==> config.mk <==
export PLATFORM = sky130hd
export DESIGN_NAME = map_layer_store_flat
export DESIGN_NICKNAME = d
export VERILOG_FILES = /design/src/rtl/skyhop_pkg.sv /design/src/rtl/map_layer_store_if.sv /design/src/rtl/map_layer_store_layer_ram.sv /design/src/rtl/map_layer_store.sv /design/src/flat_wrapper.sv
export SDC_FILE = /design/constraint.sdc
export NUM_CORES = 1
export LEC_CHECK = 0
export ABC_AREA = 1
export BUFFER_PORTS_ARGS = -buffer_cell sky130_fd_sc_hd__buf_4
export CAP_MARGIN = 20
export CORE_MARGIN = 8
export CORE_UTILIZATION = 30
export CTS_CLUSTER_SIZE = 16
export DETAILED_ROUTE_END_ITERATION = 8
export GPL_ROUTABILITY_DRIVEN = 0
export PLACE_DENSITY = 0.53
export SETUP_SLACK_MARGIN = 0.5
export SLEW_MARGIN = 20
export SYNTH_ARGS = -nofsm -noshare
export SYNTH_HDL_FRONTEND = slang
export SYNTH_HIERARCHICAL = 1
export SYNTH_SLANG_ARGS = --single-unit
==> constraint.sdc <==
create_clock -name clk -period 2.3 [get_ports clk]
set_input_delay 0.46 -clock clk [delete_from_list [all_inputs] [get_ports clk]]
set_output_delay 0.46 -clock clk [all_outputs]
set_load 0.01 [all_outputs]
==> src/rtl/skyhop_pkg.sv <==
// -----------------------------------------------------------------------------
// skyhop_pkg
//   Shared definitions for the map layer store.
//   LAYER_W   : columns per map layer
//   MAP_DEPTH : number of layers held by the store
//   PTR_W     : width of head/tail slot pointers
//   state_t   : Gray-coded store FSM state (neighbouring states differ by 1 bit)
//   layer_t   : one stored layer, block-present map plus special-block flags,
//               index 0 = leftmost column
//
//   Optional build macro understood by this codebase slice:
//   MAP_LAYER_STORE_OVERFLOW_EN (adds the sticky overflow flag)
// -----------------------------------------------------------------------------
package skyhop_pkg;

    localparam int unsigned LAYER_W   = 7;
    localparam int unsigned MAP_DEPTH = 4;
    localparam int unsigned PTR_W     = $clog2(MAP_DEPTH);

    typedef enum logic [1:0] {
        S_START = 2'b00,
        S_FILL  = 2'b01,
        S_READY = 2'b11,
        S_WAIT  = 2'b10
    } state_t;

    typedef struct packed {
        logic [0:LAYER_W-1] map;
        logic [0:LAYER_W-1] special;
    } layer_t;

endpackage

==> src/rtl/map_layer_store_if.sv <==
// -----------------------------------------------------------------------------
// map_layer_store_if
//   Bus between the layer producer / reader and the map layer store.
//   load_layer, layer_map, block_type : layer load beat from the producer
//   scroll                            : drop bottom layer, fetch a new top one
//   rd_en, rd_row, rd_col             : read request (row 0 = oldest layer)
//   generate_map                      : one-cycle request to the producer
//   store_ready, layer_count          : fill status
//   rd_valid, rd_block, rd_special    : read response, one cycle after rd_en
//   overflow                          : sticky dropped-load flag, only when
//                                       MAP_LAYER_STORE_OVERFLOW_EN is defined
//   Modports: master = producer/reader side, slave = the store.
// -----------------------------------------------------------------------------
interface map_layer_store_if;
    import skyhop_pkg::*;

    logic                   load_layer;
    logic [0:LAYER_W-1]     layer_map;
    logic [0:LAYER_W-1]     block_type;
    logic                   scroll;
    logic                   rd_en;
    logic [PTR_W-1:0]       rd_row;
    logic [2:0]             rd_col;
    logic                   generate_map;
    logic                   store_ready;
    logic [2:0]             layer_count;
    logic                   rd_valid;
    logic                   rd_block;
    logic                   rd_special;
`ifdef MAP_LAYER_STORE_OVERFLOW_EN
    logic                   overflow;
`endif

    modport master (
        output load_layer, layer_map, block_type, scroll,
        output rd_en, rd_row, rd_col,
        input  generate_map, store_ready, layer_count,
        input  rd_valid, rd_block, rd_special
`ifdef MAP_LAYER_STORE_OVERFLOW_EN
        , input overflow
`endif
    );

    modport slave (
        input  load_layer, layer_map, block_type, scroll,
        input  rd_en, rd_row, rd_col,
        output generate_map, store_ready, layer_count,
        output rd_valid, rd_block, rd_special
`ifdef MAP_LAYER_STORE_OVERFLOW_EN
        , output overflow
`endif
    );

endinterface

==> src/rtl/map_layer_store_layer_ram.sv <==
// -----------------------------------------------------------------------------
// layer_ram
//   MAP_DEPTH x layer_t register file, one write port, one registered read
//   port. A read and write to the same slot in one cycle return the old word.
//   clk, rst_n   : clock, asynchronous active-low reset (clears contents)
//   we/waddr/wdata : write port
//   re/raddr       : read request, rdata valid the following cycle
// -----------------------------------------------------------------------------
module layer_ram
    import skyhop_pkg::*;
(
    input  logic             clk,
    input  logic             rst_n,
    input  logic             we,
    input  logic [PTR_W-1:0] waddr,
    input  layer_t           wdata,
    input  logic             re,
    input  logic [PTR_W-1:0] raddr,
    output layer_t           rdata
);

    layer_t mem [MAP_DEPTH];

    always_ff @(posedge clk or negedge rst_n) begin
        if (!rst_n) begin
            mem   <= '{default: '0};
            rdata <= '0;
        end else begin
            if (we) mem[waddr] <= wdata;
            if (re) rdata <= mem[raddr];
        end
    end

endmodule

==> src/rtl/map_layer_store.sv <==
// -----------------------------------------------------------------------------
// map_layer_store
//   Holds the last MAP_DEPTH map layers in a circular buffer (head = oldest,
//   tail = next write slot). After reset it requests layers from the producer,
//   fills the buffer, then on scroll drops the oldest layer and requests one
//   replacement. Reads address rows relative to the oldest layer.
//   clk    : system clock, rising edge
//   rst_n  : asynchronous active-low reset
//   bus    : map_layer_store_if.slave (load, scroll, read and status signals)
//   Build macro MAP_LAYER_STORE_OVERFLOW_EN adds bus.overflow, a sticky flag
//   set whenever a load beat is dropped.
// -----------------------------------------------------------------------------
module map_layer_store
    import skyhop_pkg::*;
(
    input  logic                 clk,
    input  logic                 rst_n,
    map_layer_store_if.slave     bus
);

    state_t           state, state_nxt;
    logic [PTR_W-1:0] head, head_nxt;
    logic [PTR_W-1:0] tail, tail_nxt;
    logic [2:0]       count, count_nxt;
    logic             gen_q, gen_nxt;
    logic             ready_q;
    logic             wr_en;

    logic             rd_valid_q;
    logic             rd_zero_q;
    logic [2:0]       rd_col_q;
    logic             rd_zero;
    layer_t           rd_word;
    logic             blk_sel, spc_sel;

    // ---------------------------------------------------------------- FSM
    always_ff @(posedge clk or negedge rst_n) begin
        if (!rst_n) begin
            state   <= S_START;
            head    <= '0;
            tail    <= '0;
            count   <= '0;
            gen_q   <= 1'b0;
            ready_q <= 1'b0;
        end else begin
            state   <= state_nxt;
            head    <= head_nxt;
            tail    <= tail_nxt;
            count   <= count_nxt;
            gen_q   <= gen_nxt;
            ready_q <= (state_nxt == S_READY);
        end
    end

    // Loads in S_START and S_READY are dropped simply by not enabling a write.
    always_comb begin
        state_nxt = state;
        head_nxt  = head;
        tail_nxt  = tail;
        count_nxt = count;
        gen_nxt   = 1'b0;
        wr_en     = 1'b0;
        case (state)
            S_START: begin
                gen_nxt   = 1'b1;
                state_nxt = S_FILL;
            end
            S_FILL: begin
                if (bus.load_layer) begin
                    wr_en     = 1'b1;
                    tail_nxt  = tail + 1'b1;
                    count_nxt = count + 3'd1;
                    if (count == 3'(MAP_DEPTH - 1)) state_nxt = S_READY;
                end
            end
            S_READY: begin
                if (bus.scroll) begin
                    head_nxt  = head + 1'b1;
                    count_nxt = count - 3'd1;
                    gen_nxt   = 1'b1;
                    state_nxt = S_WAIT;
                end
            end
            S_WAIT: begin
                if (bus.load_layer) begin
                    wr_en     = 1'b1;
                    tail_nxt  = tail + 1'b1;
                    count_nxt = count + 3'd1;
                    state_nxt = S_READY;
                end
            end
            default: state_nxt = S_START;
        endcase
    end

    assign bus.generate_map = gen_q;
    assign bus.store_ready  = ready_q;
    assign bus.layer_count  = count;

    // ---------------------------------------------------------------- storage
    layer_ram u_ram (
        .clk   (clk),
        .rst_n (rst_n),
        .we    (wr_en),
        .waddr (tail),
        .wdata ('{map: bus.layer_map, special: bus.block_type}),
        .re    (bus.rd_en),
        .raddr (head + bus.rd_row),
        .rdata (rd_word)
    );

    // ---------------------------------------------------------------- read
    // Row/column range is judged against the pre-update count and carried
    // alongside the registered RAM word so the response can be masked.
    assign rd_zero = ({1'b0, bus.rd_row} >= count) || (bus.rd_col > 3'(LAYER_W - 1));

    always_ff @(posedge clk or negedge rst_n) begin
        if (!rst_n) begin
            rd_valid_q <= 1'b0;
            rd_zero_q  <= 1'b0;
            rd_col_q   <= '0;
        end else begin
            rd_valid_q <= bus.rd_en;
            if (bus.rd_en) begin
                rd_zero_q <= rd_zero;
                rd_col_q  <= bus.rd_col;
            end
        end
    end

    always_comb begin
        blk_sel = 1'b0;
        spc_sel = 1'b0;
        for (int unsigned c = 0; c < LAYER_W; c++) begin
            if (rd_col_q == 3'(c)) begin
                blk_sel = rd_word.map[c];
                spc_sel = rd_word.special[c];
            end
        end
    end

    assign bus.rd_valid   = rd_valid_q;
    assign bus.rd_block   = rd_valid_q & ~rd_zero_q & blk_sel;
    assign bus.rd_special = rd_valid_q & ~rd_zero_q & spc_sel;

`ifdef MAP_LAYER_STORE_OVERFLOW_EN
    logic ovf_q;

    always_ff @(posedge clk or negedge rst_n) begin
        if (!rst_n) begin
            ovf_q <= 1'b0;
        end else if (bus.load_layer && (state == S_START || state == S_READY)) begin
            ovf_q <= 1'b1;
        end
    end

    assign bus.overflow = ovf_q;
`endif

endmodule
==> src/flat_wrapper.sv <==
// flat-port wrapper written by rule: the top's interface ports become plain ports
module map_layer_store_flat import skyhop_pkg::*;
  (clk, rst_n, bus_load_layer, bus_layer_map, bus_block_type, bus_scroll, bus_rd_en, bus_rd_row, bus_rd_col, bus_generate_map, bus_store_ready, bus_layer_count, bus_rd_valid, bus_rd_block, bus_rd_special);
  map_layer_store_if bus_i ();
  input  logic clk;
  input  logic rst_n;
  input wire logic [$bits(bus_i.load_layer)-1:0] bus_load_layer;
  input wire logic [$bits(bus_i.layer_map)-1:0] bus_layer_map;
  input wire logic [$bits(bus_i.block_type)-1:0] bus_block_type;
  input wire logic [$bits(bus_i.scroll)-1:0] bus_scroll;
  input wire logic [$bits(bus_i.rd_en)-1:0] bus_rd_en;
  input wire logic [$bits(bus_i.rd_row)-1:0] bus_rd_row;
  input wire logic [$bits(bus_i.rd_col)-1:0] bus_rd_col;
  output wire logic [$bits(bus_i.generate_map)-1:0] bus_generate_map;
  output wire logic [$bits(bus_i.store_ready)-1:0] bus_store_ready;
  output wire logic [$bits(bus_i.layer_count)-1:0] bus_layer_count;
  output wire logic [$bits(bus_i.rd_valid)-1:0] bus_rd_valid;
  output wire logic [$bits(bus_i.rd_block)-1:0] bus_rd_block;
  output wire logic [$bits(bus_i.rd_special)-1:0] bus_rd_special;
  assign bus_i.load_layer = bus_load_layer;
  assign bus_i.layer_map = bus_layer_map;
  assign bus_i.block_type = bus_block_type;
  assign bus_i.scroll = bus_scroll;
  assign bus_i.rd_en = bus_rd_en;
  assign bus_i.rd_row = bus_rd_row;
  assign bus_i.rd_col = bus_rd_col;
  assign bus_generate_map = bus_i.generate_map;
  assign bus_store_ready = bus_i.store_ready;
  assign bus_layer_count = bus_i.layer_count;
  assign bus_rd_valid = bus_i.rd_valid;
  assign bus_rd_block = bus_i.rd_block;
  assign bus_rd_special = bus_i.rd_special;
  map_layer_store u_core (.clk(clk), .rst_n(rst_n), .bus(bus_i));
endmodule
======== Yosys cells after proc, flatten, opt, wreduce, memory -nomap -nowiden ========
Index checks and enable logic that the tools add are counted.
W data, S select, Z words.
word-level totals
  register bits after elaboration ......... 86
  bits of input ports ..................... 24
  output and inout port bits .............. 8
cells by class
  add/subtract/negate cells ............... 5
  $lt $le $gt $ge ......................... 5
  equal/unequal tests ..................... 13
  multiplexer cells ....................... 32
  bitwise logic cells ..................... 6
  reduce and logical (&&, ||, !) cells .... 9
operators with widths
  kind                   number
  $bwmux W56             1
  $mux W14               3
  $bmux W14 S2           1
  $demux W14 S2          1
  $mux W1                17
  $eq A3 B2 Y1 const B   3
  $eq A3 B3 Y1 const B   3
  $mux W2                4
  $pmux W2 S4            1
  $eq A2 B2 Y1 const B   3
  $ge A3 B3 Y1 const B   2
  $mux W3                2
  $not A2 Y3             2
  $pmux W3 S2            1
  $add A2 B1 Y2 const B  2
  $reduce_and A2 Y1      2
  $add A3 B1 Y3 const B  1
  $and A1 B1 Y1          3
  $eq A3 B1 Y1 const B   1
  $ge A2 B3 Y1           1
  $gt A3 B3 Y1 const B   1
  $logic_not A3 Y1       1
  $lt A3 B1 Y1 const B   1
  $reduce_and A3 Y1      1
  12 further kinds       12

======== Logic depth before layout (Yosys ltp) ========
Gate-level depths: netlist (run 1).
  depth after elaboration ................. 9
  mapped depth ............................ 8
  depth with buffers taken out ............ 7

======== By module ========
The synthesis (run 1) kept the hierarchy.
modules (own cells, without submodules)
  module           instances  cells each  area each (um^2)  sequential area each (um^2)
  layer_ram        1          418         3223.1            1751.7
  map_layer_store  1          122         1006.0            400.4

======== Worst setup path after synthesis (run 1) ========
OpenSTA, ideal clock, no wires.
  kind .................................... reg2reg
  start point ............................. reg u_core.state[0]
  end point ............................... reg u_core.count[2], in the netlist u_core/bus.layer_count[2]
  data arrival time ....................... 1.611 ns
  slack ................................... 0.610 ns
  stages on the path, launching flop included .. 7
  path buffers ............................ 0
  cell sequence ........................... dfrtp_1 -> inv_1 -> ha_1 -> fa_1 -> xnor2_1 -> nor2_1 -> xor2_1
between the ends
  longest elaborated chain between the ends .. 4
ends and longest elaborated chain
  element                                                              RTL line               source
  from (decl)                                                          map_layer_store.sv:21  state_t state, state_nxt;
  from (signal assigned)                                               map_layer_store.sv:46  state <= state_nxt;
  $eq A2 B1 Y1 / $eq A2 B2 Y1 (equally long branches)                  map_layer_store.sv:63  case (state)
  $reduce_or A2 Y1 (no line)                                           --
  $ne A2 B1 Y1 (no line) / $reduce_bool A2 Y1 (equally long branches)  --
  $reduce_and A3 Y1 (no line)                                          --
  to (signal assigned)                                                 map_layer_store.sv:49  count <= count_nxt;
  to (decl)                                                            map_layer_store.sv:24  logic [2:0] count, count_nxt;
Several ways; a longest one is shown, not always the timed one.
A chain may end at the register's enable or synchronous reset.

======== Final worst setup path (run 1) ========
  start point ............................. reg u_core.rd_col_q[0]
  end point ............................... out bus_rd_special
between the ends
  longest elaborated chain between the ends .. 9
ends and longest elaborated chain
  element                 RTL line                source
  from (decl)             map_layer_store.sv:31   logic [2:0] rd_col_q;
  from (signal assigned)  map_layer_store.sv:126  rd_col_q <= bus.rd_col;
  $logic_not A3 Y1        map_layer_store.sv:135  if (rd_col_q == 3'(c)) begin
  $mux W1 (6 in a row)    map_layer_store.sv:135
  $mux W1 *               map_layer_store.sv:135
  $and A1 B1 Y1 *         map_layer_store.sv:144  assign bus.rd_special = rd_valid_q & ~rd_zero_q & spc_sel;
  to (decl)               flat_wrapper.sv:19      output wire logic [$bits(bus_i.rd_special)-1:0] bus_rd_special;
Every way passes the cells marked *; elsewhere a longest branch is shown, timed or not.

==> qor.csv, run 1 <==
metric;value;unit
RR Startpoint;u_core/state[1]$_DFF_PN0_;
later-pin clock latency in the skew report;340;ps
R2R depth;6;
Worst setup EP type;output pin;
post-synthesis area per instance;7.83;sq um
post-synth top area cell;dfrtp_1;
fmax;0.508;GHz
syn nets;574;
outcome;finished clean;
Worst EP arrival;1510;ps
switching power;0.00264;W
count of final hold-check violations;0;
CTS Hold Bufs;0;
RSZ-0062 raised after global routing;yes;
via/cell ratio;4.42;
Worst setup SP type;flip-flop;
Synth top area share;50.9;%
Routed WL per cell;12.6;microns
via count;3385;
buffers added on ports;31;
row cnt;43;
gr usage total;11.3;%
layout cell share with drive strength beyond 1;14.2;%
clock group share of total power;21.6;%
post-route ant nets;0;
Slew HR;68.3;%
non-filler cells, final;766;
CP max FO;7;
clock sink count;86;
final-report setup violation count;0;
dpl ws;405;ps
diode count;0;
area grow syn2layout;20.8;%
fin crit share;85.5;%
top post-synthesis cells by count;nand2_1, inv_1, dfrtp_1;
r2r endpoint;u_core/bus.layer_count[2]$_DFFE_PN0P_;
first-pass GRT wire length;16.7;mm
Max clock buf depth;2;
setup TNS;0;ps
die area;18200;sq um
min Tclk post-route;1970;ps
root buf cell;clkbuf_16;
#FFs+latches synth;86;
fillcell total;1429;
Hold WC Path Type;primary input to asynchronous set/reset pin;
Gate Count Post-Synth;540;
DP Cell Count;742;
Synth warnings;6;
DR iter-0 viols;275;
max-cap check violation count;0;
TritonCTS clock tree;yes;
main area contributors after synthesis;dfrtp_1, nand2_1, inv_1, o21ai_0, nand3_1;
Post-synth ARST share;100;%
PwrDens;1330;nW/um^2
die height;135;microns
Final Net Count;615;
Reg power frac;37.9;%
hpwl dp;6.55;mm
Post-Synthesis Cell Area;4230;sq um
register area share after synthesis;50.9;%
Worst VDD drop;0.000404;V
drc violations;0;
Core ar.;13800;sq um
internal power;0.00416;W
power share of the combinational group;40.5;%
first drt pass iteration count;4;
Worst Skew;8.54;ps
Post-synth EDFFs;0;
Synth cell types;28;
largest net degree at the start of global routing;53;
crit path kind;flip-flop to output pin;
CTS buffer count;9;
Final Max Slew Viols;0;
Sw Ratio;38.8;%
main flop type after synthesis;dfrtp_1;
CTS H-tree depth;3;
initial core utilization;30.6;%
antenna violations before repair;0;
final WL;9.67;mm
chip width;135;microns
Lkg Pwr;2.72;nW
Worst EP required;1840;ps
Worst R2R Setup Slack;620;ps
CP startpoint;u_core/rd_col_q[0]$_DFFE_PN0P_;
Slew @ Worst Pin;475;ps
Clock transition at path regs;60;ps
cell with the most instances after synthesis;nand2_1;
vias in the first global route;3470;
Top Ports;32;
PnR worst setup slack;333;ps
GRT overflow;0;
[stage by stage]
stage,util (%),hold slack (ps),total power [W],area (sq um)
2_1_floorplan,-,164,0.00453,4230
3_3_place_gp,33.7,448,0.00520,4660
3_5_place_dp,33.7,453,0.00528,4660
4_1_cts,36.3,92.0,0.00683,5030
5_1_grt,36.9,114,0.00746,5110
6_report,36.9,82.4,0.00679,5110
[timing repair]
action / in CTS / in global routing
pin swaps: 2 / 7
resized for setup: 10 / 20
setup endpoints to repair: 59 / 59
setup buffers: 6 / 2
[sequential cells by signal, summed over array words and instances (netlist names)]
name	flops
u_core/bus.store_ready	1
u_core/head	2
u_core/rd_zero_q	1
u_core/tail	2
u_core/bus.rd_valid	1
u_core/bus.layer_count	3
u_core/bus.generate_map	1
u_core/u_ram/rdata	14
u_core/rd_col_q	3
u_core/u_ram/mem	56
u_core/state	2
[final cells by class]
type / count / area [sq um] / share of cell area, %
inverters: 101 / 387 / 7.57
clock buffers: 13 / 260 / 5.09
flip-flops and latches: 86 / 2160 / 42.2
clock inverters: 3 / 42.5 / 0.833
multi-input cells: 336 / 1650 / 32.2
repair buffers: 47 / 392 / 7.67
well taps: 180 / 225 / 4.41
[cells by family after synthesis]
group                    synth area share [%]
AND/OR/NAND/NOR                          23.9
buffers and inverters                    11.3
flip-flops                               50.9
AO/OA/AOI/OAI                            9.29
adder cells (fa/ha/maj)                  3.14
XOR/XNOR                                 1.45
[worst max path at each step]
stage / to / slack, ps / depth (start not counted)
floorplan: u_core/bus.layer_count[2]$_DFFE_PN0P_ / 610 / 6
global placement: u_core/u_ram/mem[33]$_DFFE_PN0P_ / 500 / 8
detailed placement: u_core/u_ram/mem[25]$_DFFE_PN0P_ / 410 / 8
CTS: bus_rd_block / 370 / 8
global route: bus_rd_special / 220 / 8
finish: bus_rd_special / 330 / 8
[cell usage in the layout (no fill, tap or decap), drive strengths merged]
cell type / Yosys / routed
buf: 11 / 47
a21boi: 1 / 1
clkinvlp: 0 / 1
bufinv: 0 / 1
nor2: 11 / 11
and3: 1 / 1
nand3: 40 / 40
nand2: 186 / 186
dfrtp: 86 / 86
xnor2: 3 / 3
inv: 101 / 101
ha: 9 / 9
or2: 1 / 1
nor3: 2 / 2
clkbuf: 6 / 13
nand4: 4 / 4
o211ai: 4 / 4
a31oi: 1 / 1
clkinv: 0 / 1
fa: 1 / 1
o21ai: 64 / 64
a21oi: 3 / 3
xor2: 4 / 4
o221ai: 1 / 1
[per-layer routing]
layer / vias up / GRT usage (%) / routed length [microns]
met2: 51 / 18.1 / 4560
li1: 1743 / - / -
met4: 0 / 4.55 / 130
met5: - / 0 / 0
met1: 1581 / 14.5 / 4590
met3: 10 / 2.27 / 388
[worst max-delay path, cell delays in order, from the launching register on]
cell and delay, ps:
dfrtp_2 480, inv_4 80, nor3_4 180, nand2_1 70
nand2_1 60, nand3_1 70, nand2_1 90, inv_2 40
buf_6 110
[power groups by stage]
stage	clock network, W	registers [W]	logic [W]
2_1_floorplan	0	0.00251	0.00202
3_3_place_gp	0	0.00259	0.00262
3_5_place_dp	0	0.00260	0.00267
4_1_cts	0.00151	0.00258	0.00274
5_1_grt	0.00158	0.00266	0.00322
6_report	0.00147	0.00258	0.00275
(Power assumes the default switching activity.)
==> inputs of run 2 (changes only) <==
- CORE_MARGIN: 8 -> 3
- REMOVE_ABC_BUFFERS: default -> 1
==> qor.csv, run 2 (synthesized netlist as in run 1, its figures left out) <==
metric;value;unit
outcome;finished clean;
diode count;0;
RSZ-0062 raised after global routing;yes;
count of final hold-check violations;0;
metal1 wirelength;4.88;mm
fin crit share;85.1;%
Sw Ratio;39.9;%
Top Ports;32;
WL met2;4.28;mm
Reg power frac;37.5;%
Core ar.;13500;sq um
initial core utilization;31.3;%
area grow syn2layout;20.7;%
DR top layer;met4;
row cnt;42;
Clock transition at path regs;70;ps
clock group share of total power;22.0;%
Final Max Slew Viols;0;
PwrDens;1340;nW/um^2
die height;125;microns
most frequent cells in the layout;nand2_1, inv_1, dfrtp_1, o21ai_0, buf_4;
Lkg Pwr;2.72;nW
setup TNS;0;ps
DR iter-0 viols;255;
layout cell share with drive strength beyond 1;14.5;%
largest net degree at the start of global routing;49;
Hold WC Path Type;primary input to asynchronous set/reset pin;
commonest non-fill, non-tap cell in the layout;nand2_1;
first-pass GRT wire length;16.5;mm
GRT overflow;0;
die area;15600;sq um
Routed WL per cell;12.8;microns
final-report setup violation count;0;
switching power;0.00272;W
Worst setup EP type;output pin;
Worst Skew;6.45;ps
TritonCTS clock tree;yes;
fillcell total;1398;
max reg flops;56;
CTS H-tree depth;3;
Top Registers;u_core/u_ram/mem (56), u_core/u_ram/rdata (14);
later-pin clock latency in the skew report;340;ps
Max clock buf depth;2;
power share of the combinational group;40.5;%
chip width;125;microns
Worst VDD drop;0.000446;V
first drt pass iteration count;4;
post-route ant nets;0;
fmax;0.511;GHz
via count;3388;
Final Net Count;615;
CTS Hold Bufs;0;
clock sink count;86;
RR Startpoint;u_core/state[0]$_DFF_PN0_;
CTS buffer count;9;
CP startpoint;u_core/rd_col_q[1]$_DFFE_PN0P_;
drc violations;0;
internal power;0.00411;W
met3 WL post-DR;303;microns
crit path kind;flip-flop to output pin;
Worst setup SP type;flip-flop;
Worst EP required;1840;ps
min Tclk post-route;1960;ps
DP Cell Count;739;
Slew @ Worst Pin;646;ps
hpwl dp;6.34;mm
max-cap check violation count;0;
gr usage total;13.0;%
buffers added on ports;31;
via/cell ratio;4.45;
Slew HR;56.9;%
non-filler cells, final;762;
final WL;9.78;mm
Worst EP arrival;1500;ps
CP max FO;4;
root buf cell;clkbuf_16;
antenna violations before repair;0;
Largest Register;u_core/u_ram/mem;
vias in the first global route;3294;
==> run 2: cell types whose count changed in the layout (fill, tap and decap cells not counted), moves of 2 or more <==
cell / change
buf_6: -2
buf_4: +2
clkbuf_8: -2
inv_6: +2
clkbuf_1: -2
==> run 2: area by class of cell <==
cell class	instances	area [sq um]	share of cell area [%]
Multi-Input combinational cell	336	1650	32.3
Tap cell	176	220	4.32
Sequential cell	86	2160	42.3
Clock buffer	9	225	4.41
Inverter	101	387	7.58
Clock inverter	7	80.1	1.57
Timing Repair Buffer	47	384	7.53
==> run 2: timing repair <==
action	CTS	global route
endpoints found under the setup margin	59	67
hold endpoints to repair	0	0
setup buffers	5	2
pin swaps	0	7
gates resized for setup	12	17
==> run 2: metal layers <==
metal	global-route usage (%)	up-vias
li1	-	1742
met1	17.8	1573
met2	19.9	55
met3	1.80	18
met4	6.77	0
met5	0	-
==> run 2: power groups by stage <==
stage	combinational, W	clock [W]	sequential (W)
4_1_cts	0.00273	0.00154	0.00257
5_1_grt	0.00323	0.00161	0.00264
6_report	0.00277	0.00150	0.00256
2_1_floorplan	0.00191	0	0.00251
3_3_place_gp	0.00260	0	0.00258
3_5_place_dp	0.00266	0	0.00259
==> run 2: per-stage QoR <==
step,util (%),instance area [sq um],hold slack (ps),worst slack [ps],power (W)
floorplan,-,4130,164,237,0.00441
global route,37.8,5100,193,221,0.00748
global placement,34.5,4660,467,425,0.00518
finish,37.8,5100,146,343,0.00683
CTS,37.2,5030,162,331,0.00683
detailed placement,34.5,4660,466,399,0.00525
==> run 2: path summary, 6_finish.rpt <==
path / endpoint / slack [ps] / depth (start not counted)
max: bus_rd_block / 340 / 8
min: u_core/u_ram/mem[33]$_DFFE_PN0P_ / 150 / 1
max reg2reg: u_core/bus.layer_count[2]$_DFFE_PN0P_ / 600 / 6
min reg2reg: u_core/u_ram/rdata[8]$_DFFE_PN0P_ / 480 / 2
max in group asynchronous: u_core/u_ram/mem[9]$_DFFE_PN0P_ / 1590 / 2
min in group clk: u_core/rd_col_q[2]$_DFFE_PN0P_ / 340 / 3
==> run 2: critical path, cell delays in order, from the launching register on <==
cell and delay, ps:
dfrtp_2 460, buf_6 130, o211ai_1 80, nand3_1 100, nand2_1 90, nand3_2 80
nand2_2 80, inv_2 40, buf_6 110
==> inputs of run 3 (changes only) <==
- CORE_ASPECT_RATIO: default -> 2
- CORE_UTILIZATION: 30 -> 59
- PLACE_DENSITY: 0.53 -> 0.85
- SKIP_LAST_GASP: default -> 1
==> qor.csv, run 3 (synthesized netlist as in run 1, its figures left out) <==
metric;value;unit
outcome;finished clean;
Sw Ratio;40.6;%
final-report setup violation count;0;
root buf cell;clkbuf_16;
Hold WC Path Type;primary input to asynchronous set/reset pin;
Slew HR;62.3;%
CTS Hold Bufs;0;
Post-DP Area;4560;sq um
RSZ-0062 raised after global routing;yes;
hpwl dp;6.44;mm
CTS H-tree depth;3;
fillcell total;511;
min Tclk post-route;1950;ps
Worst setup EP type;output pin;
Worst Skew;6.03;ps
CP max FO;7;
internal power;0.00407;W
Worst EP arrival;1490;ps
Max clock buf depth;2;
first drt pass iteration count;6;
buffers added on ports;31;
clock sink count;86;
GRT overflow;0;
grt peak-use layer;met2;
CTS buffer count;9;
via count;3612;
post-route cell area;4950;sq um
Worst setup SP type;flip-flop;
area grow syn2layout;17.2;%
die height;126;microns
fin crit share;84.8;%
Routed WL per cell;14.7;microns
M3 GR Usage;5.89;%
most frequent cells in the layout;nand2_1, inv_1, dfrtp_1, o21ai_0, buf_4;
met2 Usage GRT;45.6;%
RR Startpoint;u_core/state[1]$_DFF_PN0_;
post-route ant nets;0;
Core ar.;6940;sq um
Top Registers;u_core/u_ram/mem (56), u_core/u_ram/rdata (14);
row cnt;43;
via/cell ratio;5.38;
DR iter-0 viols;256;
Worst EP required;1840;ps
vias in the first global route;3698;
commonest non-fill, non-tap cell in the layout;nand2_1;
Clock transition at path regs;60;ps
chip width;65.9;microns
largest net degree at the start of global routing;44;
Top Ports;32;
switching power;0.00279;W
Largest Register;u_core/u_ram/mem;
Final Max Slew Viols;0;
count of final hold-check violations;0;
grt met1 use;29.7;%
clock group share of total power;19.4;%
max reg flops;56;
area of the multi-input gates;1660;sq um
antenna violations before repair;0;
power share of the combinational group;42.6;%
final WL;9.86;mm
Worst R2R Setup Slack;610;ps
R2R depth;8;
fmax;0.513;GHz
Lkg Pwr;2.68;nW
initial core utilization;60.9;%
first-pass GRT wire length;16.7;mm
layout cell share with drive strength beyond 1;13.4;%
PwrDens;1380;nW/um^2
setup TNS;0;ps
die area;8280;sq um
fin util;71.4;%
Worst VDD drop;0.00110;V
diode count;0;
drc violations;0;
r2r endpoint;u_core/u_ram/mem[5]$_DFFE_PN0P_;
Reg area;2160;sq um
crit path kind;flip-flop to output pin;
gr usage total;26.4;%
later-pin clock latency in the skew report;340;ps
Slew @ Worst Pin;565;ps
max-cap check violation count;0;
TritonCTS clock tree;yes;
Final Net Count;612;
Reg power frac;37.9;%
==> run 3: changes by cell type in the layout (fill, tap and decap cells not counted), sizes merged <==
cell,previous run,this run
clkbuf,9,14
buf,47,43
inv,104,101
bufinv,1,0
nand3,40,41
clkinv,2,1
clkinvlp,1,0
==> run 3: routing by layer <==
layer / routed length [microns] / up-vias
met5: 0 / -
met4: 259 / 0
met3: 480 / 23
met2: 5460 / 124
met1: 3650 / 1731
li1: - / 1734
==> run 3: cell type report <==
class                      instances  share of cell area, %
inverter                         101                   7.85
timing repair buffer              43                   7.40
clock inverter                     1                  0.101
clock buffer                      14                   5.33
tap                               90                   2.27
multi-input combinational        337                   33.5
sequential                        86                   43.5
==> run 3: worst max-delay path: stages, from the launching register on <==
cell,delay (ps)
dfrtp_2,450
buf_4,150
nand3_2,80
o21ai_1,120
inv_1,50
nand3_1,80
nand2_1,70
inv_2,60
buf_6,90
==> run 3: repair_timing <==
| action | in CTS | in global routing |
|---|---|---|
| gates cloned | 1 | 0 |
| setup buffers | 2 | 1 |
| setup endpoints to repair | 59 | 49 |
| pin swaps | 8 | 8 |
| gates resized for setup | 23 | 8 |
==> run 3: worst max-delay path by stage <==
stage	cells past startpoint	from	slack (ps)	end
floorplan	7	bus_rd_row[0]	240	u_core/u_ram/rdata[0]$_DFFE_PN0P_
global placement	7	u_core/state[0]$_DFF_PN0_	370	u_core/u_ram/mem[38]$_DFFE_PN0P_
detailed placement	6	u_core/state[0]$_DFF_PN0_	190	u_core/u_ram/mem[28]$_DFFE_PN0P_
CTS	7	u_core/rd_col_q[0]$_DFFE_PN0P_	360	bus_rd_special
global route	8	u_core/rd_col_q[0]$_DFFE_PN0P_	240	bus_rd_block
finish	8	u_core/rd_col_q[0]$_DFFE_PN0P_	350	bus_rd_special
==> run 3: metrics by stage <==
| step | total power [W] | hold slack, ps | std cells | setup WS (ps) |
|---|---|---|---|---|
| 2_1_floorplan | 0.00441 | 164 | 523 | 237 |
| 3_3_place_gp | 0.00509 | 465 | 653 | 375 |
| 3_5_place_dp | 0.00529 | 466 | 653 | 187 |
| 4_1_cts | 0.00677 | 124 | 671 | 360 |
| 5_1_grt | 0.00745 | 149 | 672 | 242 |
| 6_report | 0.00686 | 102 | 672 | 350 |
==> run 3: power by group through the flow <==
| stage | Clock [W] | Combinational [W] | Sequential (W) |
|---|---|---|---|
| final | 0.00133 | 0.00292 | 0.00260 |
| after global routing | 0.00141 | 0.00334 | 0.00269 |
| after CTS | 0.00136 | 0.00282 | 0.00259 |
| after detailed placement | 0 | 0.00269 | 0.00260 |
| after global placement | 0 | 0.00253 | 0.00256 |
| after floorplan | 0 | 0.00191 | 0.00251 |
